**src/rtl/glitc_intercom_cmd_sequencer.sv**
```systemverilog
// glitc_intercom_cmd_sequencer
// Collects sync/ping/pong/train requests and arbitrates them on a fixed
// command-slot grid. Only one one-hot command select is high per slot.
// Optional ping round-trip timer: define GLITC_INTERCOM_PING_TIMER_EN.
module glitc_intercom_cmd_sequencer #(
  parameter int SLOT_LEN     = 4,
  parameter int TRAIN_SLOTS  = 64,
  parameter int PING_TIMEOUT = 1024
) (
  input  logic        clk_i,
  input  logic        rst_i,
  input  logic        sync_req_i,
  input  logic        ping_req_i,
  input  logic        pong_req_i,
  input  logic        train_req_i,
  input  logic        pong_rx_i,
  output logic        sync_o,
  output logic        ping_o,
  output logic        pong_o,
  output logic        train_o,
  output logic        slot_start_o,
  output logic [3:0]  ack_o,
  output logic        busy_o,
  output logic [15:0] latency_o,
  output logic        latency_valid_o,
  output logic        timeout_o
);

  localparam int CW = (SLOT_LEN > 1) ? $clog2(SLOT_LEN) : 1;

  typedef enum logic [2:0] {
    ST_IDLE,
    ST_SYNC,
    ST_PING,
    ST_PONG,
    ST_TRAIN
  } state_t;

  state_t        state_q, state_d;
  logic [CW-1:0] slot_cnt;
  logic          running;     // low only until the first edge after reset
  logic          boundary;
  logic [3:0]    req_in;      // {train, pong, ping, sync}
  logic [3:0]    req;
  logic [3:0]    pend_q, pend_d;
  logic [15:0]   train_left_q, train_left_d;
  logic [15:0]   train_rem;
  logic [3:0]    ack_d;
  logic          slot_start_q;
  logic [3:0]    ack_q;
  logic          busy_q;

  assign req_in   = {train_req_i, pong_req_i, ping_req_i, sync_req_i};
  assign req      = pend_q | req_in;
  assign boundary = running && (slot_cnt == CW'(SLOT_LEN - 1));
  // Slots remaining once the current slot ends (a TRAIN slot consumes one).
  assign train_rem = train_left_q - {15'd0, state_q == ST_TRAIN};

  // Slot grid: the first edge after reset opens slot 0, then free-running wrap.
  always_ff @(posedge clk_i or posedge rst_i) begin
    // NOTE: clocked state uses non-blocking assignments so every register
    // samples pre-edge values regardless of statement order.
    if (rst_i) begin
      slot_cnt     <= '0;
      running      <= 1'b0;
      slot_start_q <= 1'b0;
    end else begin
      running      <= 1'b1;
      slot_start_q <= !running || boundary;
      if (running) slot_cnt <= boundary ? '0 : slot_cnt + 1'b1;
    end
  end

  // FSM and pending/training registers; busy lags them by one cycle.
  always_ff @(posedge clk_i or posedge rst_i) begin
    if (rst_i) begin
      state_q      <= ST_IDLE;
      pend_q       <= '0;
      train_left_q <= '0;
      ack_q        <= '0;
      busy_q       <= 1'b0;
    end else begin
      state_q      <= state_d;
      pend_q       <= pend_d;
      train_left_q <= train_left_d;
      ack_q        <= ack_d;
      busy_q       <= (pend_q != '0) || (train_left_q != '0);
    end
  end

  // Fixed-priority arbitration on boundary cycles: sync > ping > pong > train.
  always_comb begin
    // NOTE: every output of this block gets a default first so no path
    // leaves a value unassigned, which would infer a latch.
    state_d      = state_q;
    pend_d       = pend_q | req_in;
    train_left_d = train_left_q;
    ack_d        = '0;
    if (boundary) begin
      pend_d       = req;
      train_left_d = train_rem;
      if (state_q == ST_TRAIN && train_rem == '0) ack_d[3] = 1'b1;
      if (req[0]) begin
        state_d   = ST_SYNC;
        pend_d[0] = 1'b0;
        ack_d[0]  = 1'b1;
      end else if (req[1]) begin
        state_d   = ST_PING;
        pend_d[1] = 1'b0;
        ack_d[1]  = 1'b1;
      end else if (req[2]) begin
        state_d   = ST_PONG;
        pend_d[2] = 1'b0;
        ack_d[2]  = 1'b1;
      end else if (train_rem != '0) begin
        state_d = ST_TRAIN;
      end else if (req[3]) begin
        state_d      = ST_TRAIN;
        train_left_d = 16'(TRAIN_SLOTS);
        pend_d[3]    = 1'b0;
      end else begin
        state_d = ST_IDLE;
      end
    end
  end

  assign sync_o       = (state_q == ST_SYNC);
  assign ping_o       = (state_q == ST_PING);
  assign pong_o       = (state_q == ST_PONG);
  assign train_o      = (state_q == ST_TRAIN);
  assign slot_start_o = slot_start_q;
  assign ack_o        = ack_q;
  assign busy_o       = busy_q;

`ifdef GLITC_INTERCOM_PING_TIMER_EN
  logic        tmr_run;
  logic [15:0] tmr_cnt;
  logic [15:0] latency_q;
  logic        latency_valid_q;
  logic        timeout_q;
  logic        ping_start;

  assign ping_start = boundary && (state_d == ST_PING);

  // Ping round-trip timer; a new ping slot restarts it silently.
  always_ff @(posedge clk_i or posedge rst_i) begin
    if (rst_i) begin
      tmr_run         <= 1'b0;
      tmr_cnt         <= '0;
      latency_q       <= '0;
      latency_valid_q <= 1'b0;
      timeout_q       <= 1'b0;
    end else begin
      latency_valid_q <= 1'b0;
      timeout_q       <= 1'b0;
      if (ping_start) begin
        tmr_run <= 1'b1;
        tmr_cnt <= '0;
      end else if (tmr_run) begin
        if (pong_rx_i) begin
          latency_q       <= tmr_cnt;
          latency_valid_q <= 1'b1;
          tmr_run         <= 1'b0;
        end else if (tmr_cnt == 16'(PING_TIMEOUT - 1)) begin
          timeout_q <= 1'b1;
          tmr_run   <= 1'b0;
        end else begin
          tmr_cnt <= tmr_cnt + 16'd1;
        end
      end
    end
  end

  assign latency_o       = latency_q;
  assign latency_valid_o = latency_valid_q;
  assign timeout_o       = timeout_q;
`else
  logic unused_pong_rx;
  assign unused_pong_rx  = pong_rx_i;
  assign latency_o       = '0;
  assign latency_valid_o = 1'b0;
  assign timeout_o       = 1'b0;
`endif

endmodule

```
**config.mk**
```make
export PLATFORM = sky130hd
export DESIGN_NAME = glitc_intercom_cmd_sequencer
export DESIGN_NICKNAME = d
export VERILOG_FILES = /design/src/rtl/glitc_intercom_cmd_sequencer.sv
export SDC_FILE = /design/constraint.sdc
export NUM_CORES = 1
export LEC_CHECK = 0
export ABC_AREA = 1
export BUFFER_PORTS_ARGS = -buffer_cell sky130_fd_sc_hd__buf_2
export CAP_MARGIN = 40
export CORE_MARGIN = 1
export CORE_UTILIZATION = 55
export DETAILED_ROUTE_END_ITERATION = 8
export PLACE_DENSITY = 0.79
export SYNTH_ARGS = -nofsm -noshare
export SYNTH_HDL_FRONTEND = slang
export SYNTH_SLANG_ARGS = --single-unit
```
**constraint.sdc**
```tcl
create_clock -name clk_i -period 2.3 [get_ports clk_i]
set_input_delay 0.115 -clock clk_i [delete_from_list [all_inputs] [get_ports clk_i]]
set_output_delay 0.115 -clock clk_i [all_outputs]
set_load 0.03 [all_outputs]
```
=== Yosys cells after proc, flatten, opt, wreduce, memory -nomap -nowiden ===
Index checks and enable logic that the tools add are counted.

* Bits in registers: 32
* Bits in latches: 0
* RAM bits: 0
* ROM bits: 0
* Input port bits: 7
* Output and inout bits: 28
* Logic and storage cells: 48
* Memories: 0

* Add/subtract/negate cells: 2
* Multipliers: 0
* Div/mod/pow operators: 0
* Order comparisons: 0
* Equal/unequal tests: 5
* Shifts and indexed selects: 0
* Mux-type cells: 23
* Bitwise logic cells: 1
* Reduce and logical (&&, ||, !) cells: 9

{| class="wikitable"
|+ Operators by type and width
! cell !! number
|-
| $mux W16 || 5
|-
| $reduce_bool A16 Y1 || 2
|-
| $mux W3 || 6
|-
| $logic_not A16 Y1 || 1
|-
| $sub A16 B1 Y16 || 1
|-
| $mux W4 || 2
|-
| $mux W1 || 7
|-
| $eq A3 B2 Y1 const B || 2
|-
| $mux W2 || 3
|-
| $or A4 B4 Y4 || 1
|-
| $reduce_bool A4 Y1 || 1
|-
| $eq A3 B1 Y1 const B || 1
|-
| $eq A3 B3 Y1 const B || 1
|-
| $add A2 B1 Y2 const B || 1
|-
| $eq A2 B2 Y1 const B || 1
|-
| $logic_and A1 B1 Y1 || 2
|-
| $logic_or A1 B1 Y1 || 2
|-
| $logic_not A1 Y1 || 1
|}

=== Longest topological paths before layout ===
* Depth in word-level cells: 8
* Depth in mapped cells: 16

=== Worst setup path after synthesis ===
No wires, ideal clock.

* Kind: register to register
* Start point: register state_q[1]
* End point: register state_q[2]
* Library setup time: 0.116 ns
* Arrival: 2.398 ns
* Path slack: -0.214 ns
* Stages on the path, launching flop included: 17
* Clock period less this slack: 2.514 ns
* Path through: dfrtp_1 -> inv_1 -> nand2_1 -> nor2_1 -> ha_1 -> ha_1 -> inv_1 -> nand2_1 -> nand2_1 -> nor2_1 -> nand3_1 -> nor2_2 -> nand2_1 -> nor3_4 -> nand3_1 -> nand2_1 -> nand2_1

* Word-level cells in the longest chain between the ends: 7

{| class="wikitable"
|+ RTL lines
! what !! line !! source
|-
| start: declaration || 39 || <nowiki>state_t state_q, state_d;</nowiki>
|-
| start signal: assignment || 83 || <nowiki>state_q <= state_d;</nowiki>
|-
| $eq A3 B3 Y1 || - ||
|-
| named net train_o || 20 || <nowiki>output logic train_o,</nowiki>
|-
| $sub A16 B1 Y16 || 57 || <nowiki>assign train_rem = train_left_q - {15'd0, state_q == ST_TRAIN};</nowiki>
|-
| $reduce_bool A16 Y1 || 115 || <nowiki>end else if (train_rem != '0) begin</nowiki>
|-
| $mux W3 || 115 ||
|-
| $mux W3 || 111 || <nowiki>end else if (req[2]) begin</nowiki>
|-
| $mux W3 || 107 || <nowiki>end else if (req[1]) begin</nowiki>
|-
| $mux W3 || 103 || <nowiki>if (req[0]) begin</nowiki>
|}

The timed path passes the listed nets, and every way through them passes these cells.
A chain may end at the register's enable or synchronous reset.

=== Worst setup path in the final report ===
* Start point: register state_q[1]
* End point: register pend_q[3]

* Word-level cells in the longest chain between the ends: 8

{| class="wikitable"
|+ RTL lines
! what !! line !! source
|-
| $eq A3 B3 Y1 || 57 ||
|-
| $sub A16 B1 Y16 || 57 ||
|-
| $reduce_bool A16 Y1 || 115 ||
|-
| $mux W1 || 115 ||
|-
| $mux W1 || 111 ||
|-
| $mux W2 || 107 ||
|-
| $mux W3 || 103 ||
|-
| $mux W4 || 99 || <nowiki>if (boundary) begin</nowiki>
|-
| named net pend_d[3] || 45 || <nowiki>logic [3:0] pend_q, pend_d;</nowiki>
|-
| end signal: assignment || 84 || <nowiki>pend_q <= pend_d;</nowiki>
|-
| end: declaration || 45 ||
|}

The timed path passes the listed nets, and every way through them passes these cells.

==> metrics list <==
- Across all layers, the routed design uses 1625 vias.
* Number of cell rows: 21
* Relative slew margins: 62.0%
* CTS tree: built
* Endpoint kind of the worst setup timing path: flop
- The worst register-to-register path begins at state_q[1].
- Min-Delay Path Depth: 3
* Cell area power density: 826 nW/um2
* Worst min-delay path category: in -> reg
- The top cell types in the final layout, fill and taps aside, are nand2_1 (57), nor2_1 (35), dfrtp_1 (32), inv_1 (28), conb_1 (19).
* Peak fanout along the critical path: 7
- The routed design has 3740 um of wire.
- IR analysis of the VDD net gives a maximum drop of 557 uV.
- Data arrival at the endpoint of the critical path: 2.32 ns
- The wire-length estimate of the detail-placed layout is 2750 um.
- The repair_antennas step left the layout with diodes totalling 0.
* Clk buf depth: 2
- Input and output buffers added on the ports amount to 15.
* Final #Nets: 296
* Routed via count divided by cell count: 4.88
- For this design, the sink count on the clock tree is 32.
- Crit Path Class: reg -> reg
- After layout, the minimum clock period comes to 2.08 ns.
* Reg2reg setup slack: 0.22 ns
- Avg Synthesized Cell Area: 7.45 um2
- Required @ worst endpoint: 2.54 ns
* Aggregate global-route resource usage: 22.1%
* Clock slew at the register clock pins of the worst setup and hold paths: 0.10 ns
- Clk_skew: 0.00812 ns
- For this run, the number of standard cells in the final layout without fillers is 333.
* Area share of the largest cell type after synthesis: 41.0%
- Final routed wire length divided by cell count: 11.2 um
- Number of hold violations in the final report: 0
* Floorplan die height: 61.6 um
* Leakage power of the design: 1.05 nW
- Most area-consuming cells after synthesis: dfrtp_1 (41%), nand2_1 (11%), buf_4 (6.9%), nor2_1 (6.9%), inv_1 (5.6%)
* Outcome: complete, no violations
- The post-route netlist has 22.6% of its cells at a drive strength greater than 1.
* Placeable core area: 3360 um2
- Measured along the x axis, the die boundary spans 61.6 um.
- Clock tree synthesis inserted a total of 5 buffers.
- After detailed placement, the design holds a cell count of 323.
- Sink of the worst hold path: pend_q[3]
* Final clock period utilization by the worst path: 90.5%
* Maximum clock rate: 480 MHz
- Wire length of the first global-routing pass: 5890 um
- Once layout is complete, the utilization of the core stands at 64.4%.
* Synth Instances: 262
- The tightest hold path in the finished design has a slack of 0.0298 ns.
- Pre-antenna DRT Iters: 4
* Remaining DRCs: 0
- Seq cells post-synth: 32
* Maximum number of pins on one net before global-route repair: 33
- The tool flagged a number of max-cap violations equal to 0.
* Antenna viol nets, final: 0
- The clock tree synthesis step divided the H-tree into 2 levels.
- Worst skew pair latency: 0.34 ns
- Violation count after the first detailed-route iteration: 61
- The initial antenna violation count was 0.
- Filler cell count: 331
- The mapped netlist covers 1950 um2.
- The worst setup path is launched from a flop.
* Cell variety after synth: 29
* Top Ports: 35
- The endpoint identified for the worst register-to-register timing path is pend_q[3].
- Sequential area share after synthesis: 41.0%
* Final total negative setup slack: 0 ns
* Largest area contributor in the netlist: dfrtp_1
- Synthesis Warnings: 0
* Clock root cell: clkbuf_4
* Vias in the first global route: 1436
- Slew Limit Fails: 0
- Area of the die: 3790 um2
- Startpoint of the worst hold path: train_req_i
- Most common library cell in the layout ignoring fill and taps: nand2_1
- For this run the aggregate overflow at the end of global routing stands at 0.
- Slew at the pin closest to its max-slew limit: 0.570 ns
- The congestion estimate from routability-driven global placement came to 0.873.
- Initial core utilization: 58.1%
- Path depth of the worst reg2reg path: 14
- Area Growth Syn to Fin: 10.8%
- Setup violations remaining at the end of the flow were counted as 0.
worst max-delay path, stage by stage, from the launching register on:
cell	delay, ns
dfrtp_1	0.40
inv_2	0.08
nand2_2	0.07
nor2_4	0.14
ha_4	0.15
buf_4	0.12
nand3_4	0.11
nor2_4	0.19
nand3_1	0.12
nand2_2	0.12
nand3_1	0.08
nor2_1	0.11
nand3_1	0.12
nor2_1	0.12
nor2_1	0.04
what timing repair did:
action                                  in CTS  in global routing
buffers inserted                             0                  1
hold buffers                                 1                  0
endpoints found under the setup margin       0                  4
resized for setup                            0                  8
hold endpoints to repair                    32                  0
where the power goes:
part           switching [mW]  total [mW]  internal (mW)
logic                   0.439       0.634          0.195
registers              0.0755       0.729          0.653
clock network           0.198       0.426          0.228
through the flow:
step / cell area (um2) / setup slack, ns / total power, mW
after global placement: 2040 / 0.167 / 1.33
after floorplan: 2020 / 0.0852 / 1.24
after global routing: 2160 / -0.0220 / 1.93
after CTS: 2130 / 0.0733 / 1.78
final: 2160 / 0.217 / 1.79
after detailed placement: 2040 / 0.110 / 1.36
layer usage:
layer	global-route usage (%)	part of all wire (%)
met5	0	0
met4	8.57	1.4
met3	7.14	4.6
met2	36.4	51
met1	26.9	43
kinds of logic after synthesis:
| group | Yosys count | synth area share (%) |
|---|---|---|
| XOR/XNOR | 1 | 0.449 |
| other | 2 | 0.385 |
| multiplexers | 1 | 0.577 |
| AND/OR/NAND/NOR | 142 | 34.4 |
| adder cells (fa/ha/maj) | 3 | 1.92 |
| buffers and inverters | 55 | 14.0 |
| flip-flops | 32 | 41.0 |
| AO/OA/AOI/OAI | 26 | 7.24 |
how the worst max path moves through the flow:
| stage | start | end |
|---|---|---|
| global placement | state_q[1] | state_q[2] |
| CTS | state_q[1] | state_q[2] |
| finish | state_q[1] | pend_q[3] |
| detailed placement | state_q[1] | state_q[2] |
| floorplan | state_q[1] | state_q[2] |
| global route | state_q[1] | pend_q[3] |
state kept, by name (all words and copies together), names as in the netlist:
register / count
ack_o: 4
busy_o: 1
pend_q: 4
running: 1
slot_cnt: 2
slot_start_o: 1
state_q: 3
train_left_q: 16
cells in the mapped netlist:
| cell | number |
|---|---|
| nand2_1 | 59 |
| nor2_1 | 36 |
| dfrtp_1 | 32 |
| inv_1 | 29 |
| buf_4 | 18 |
| o21ai_0 | 17 |
| nand3_1 | 13 |
| nand2_2 | 9 |
| nor2_2 | 8 |
| inv_2 | 5 |
| nor3_1 | 5 |
| a21oi_1 | 3 |
| clkbuf_1 | 3 |
| ha_1 | 3 |
| nor4_1 | 3 |
| conb_1 | 2 |
| nand3_2 | 2 |
| nand4_1 | 2 |
| nor2_4 | 2 |
| o21ai_1 | 2 |
| a21o_2 | 1 |
| a21oi_2 | 1 |
| a22oi_1 | 1 |
| mux2_2 | 1 |
| nand2_4 | 1 |
| nand3_4 | 1 |
| nor3_4 | 1 |
| o22ai_1 | 1 |
| xor2_1 | 1 |
final cells by class:
type	count	area [um2]	area share (%)
inverters	34	128	5.90
well taps	46	57.6	2.66
repair buffers	21	123	5.66
multi-input cells	192	980	45.3
clock inverters	2	35.0	1.62
clock buffers	6	41.3	1.91
flip-flops and latches	32	801	37.0
Note: power is estimated with default switching activity, not from simulation.
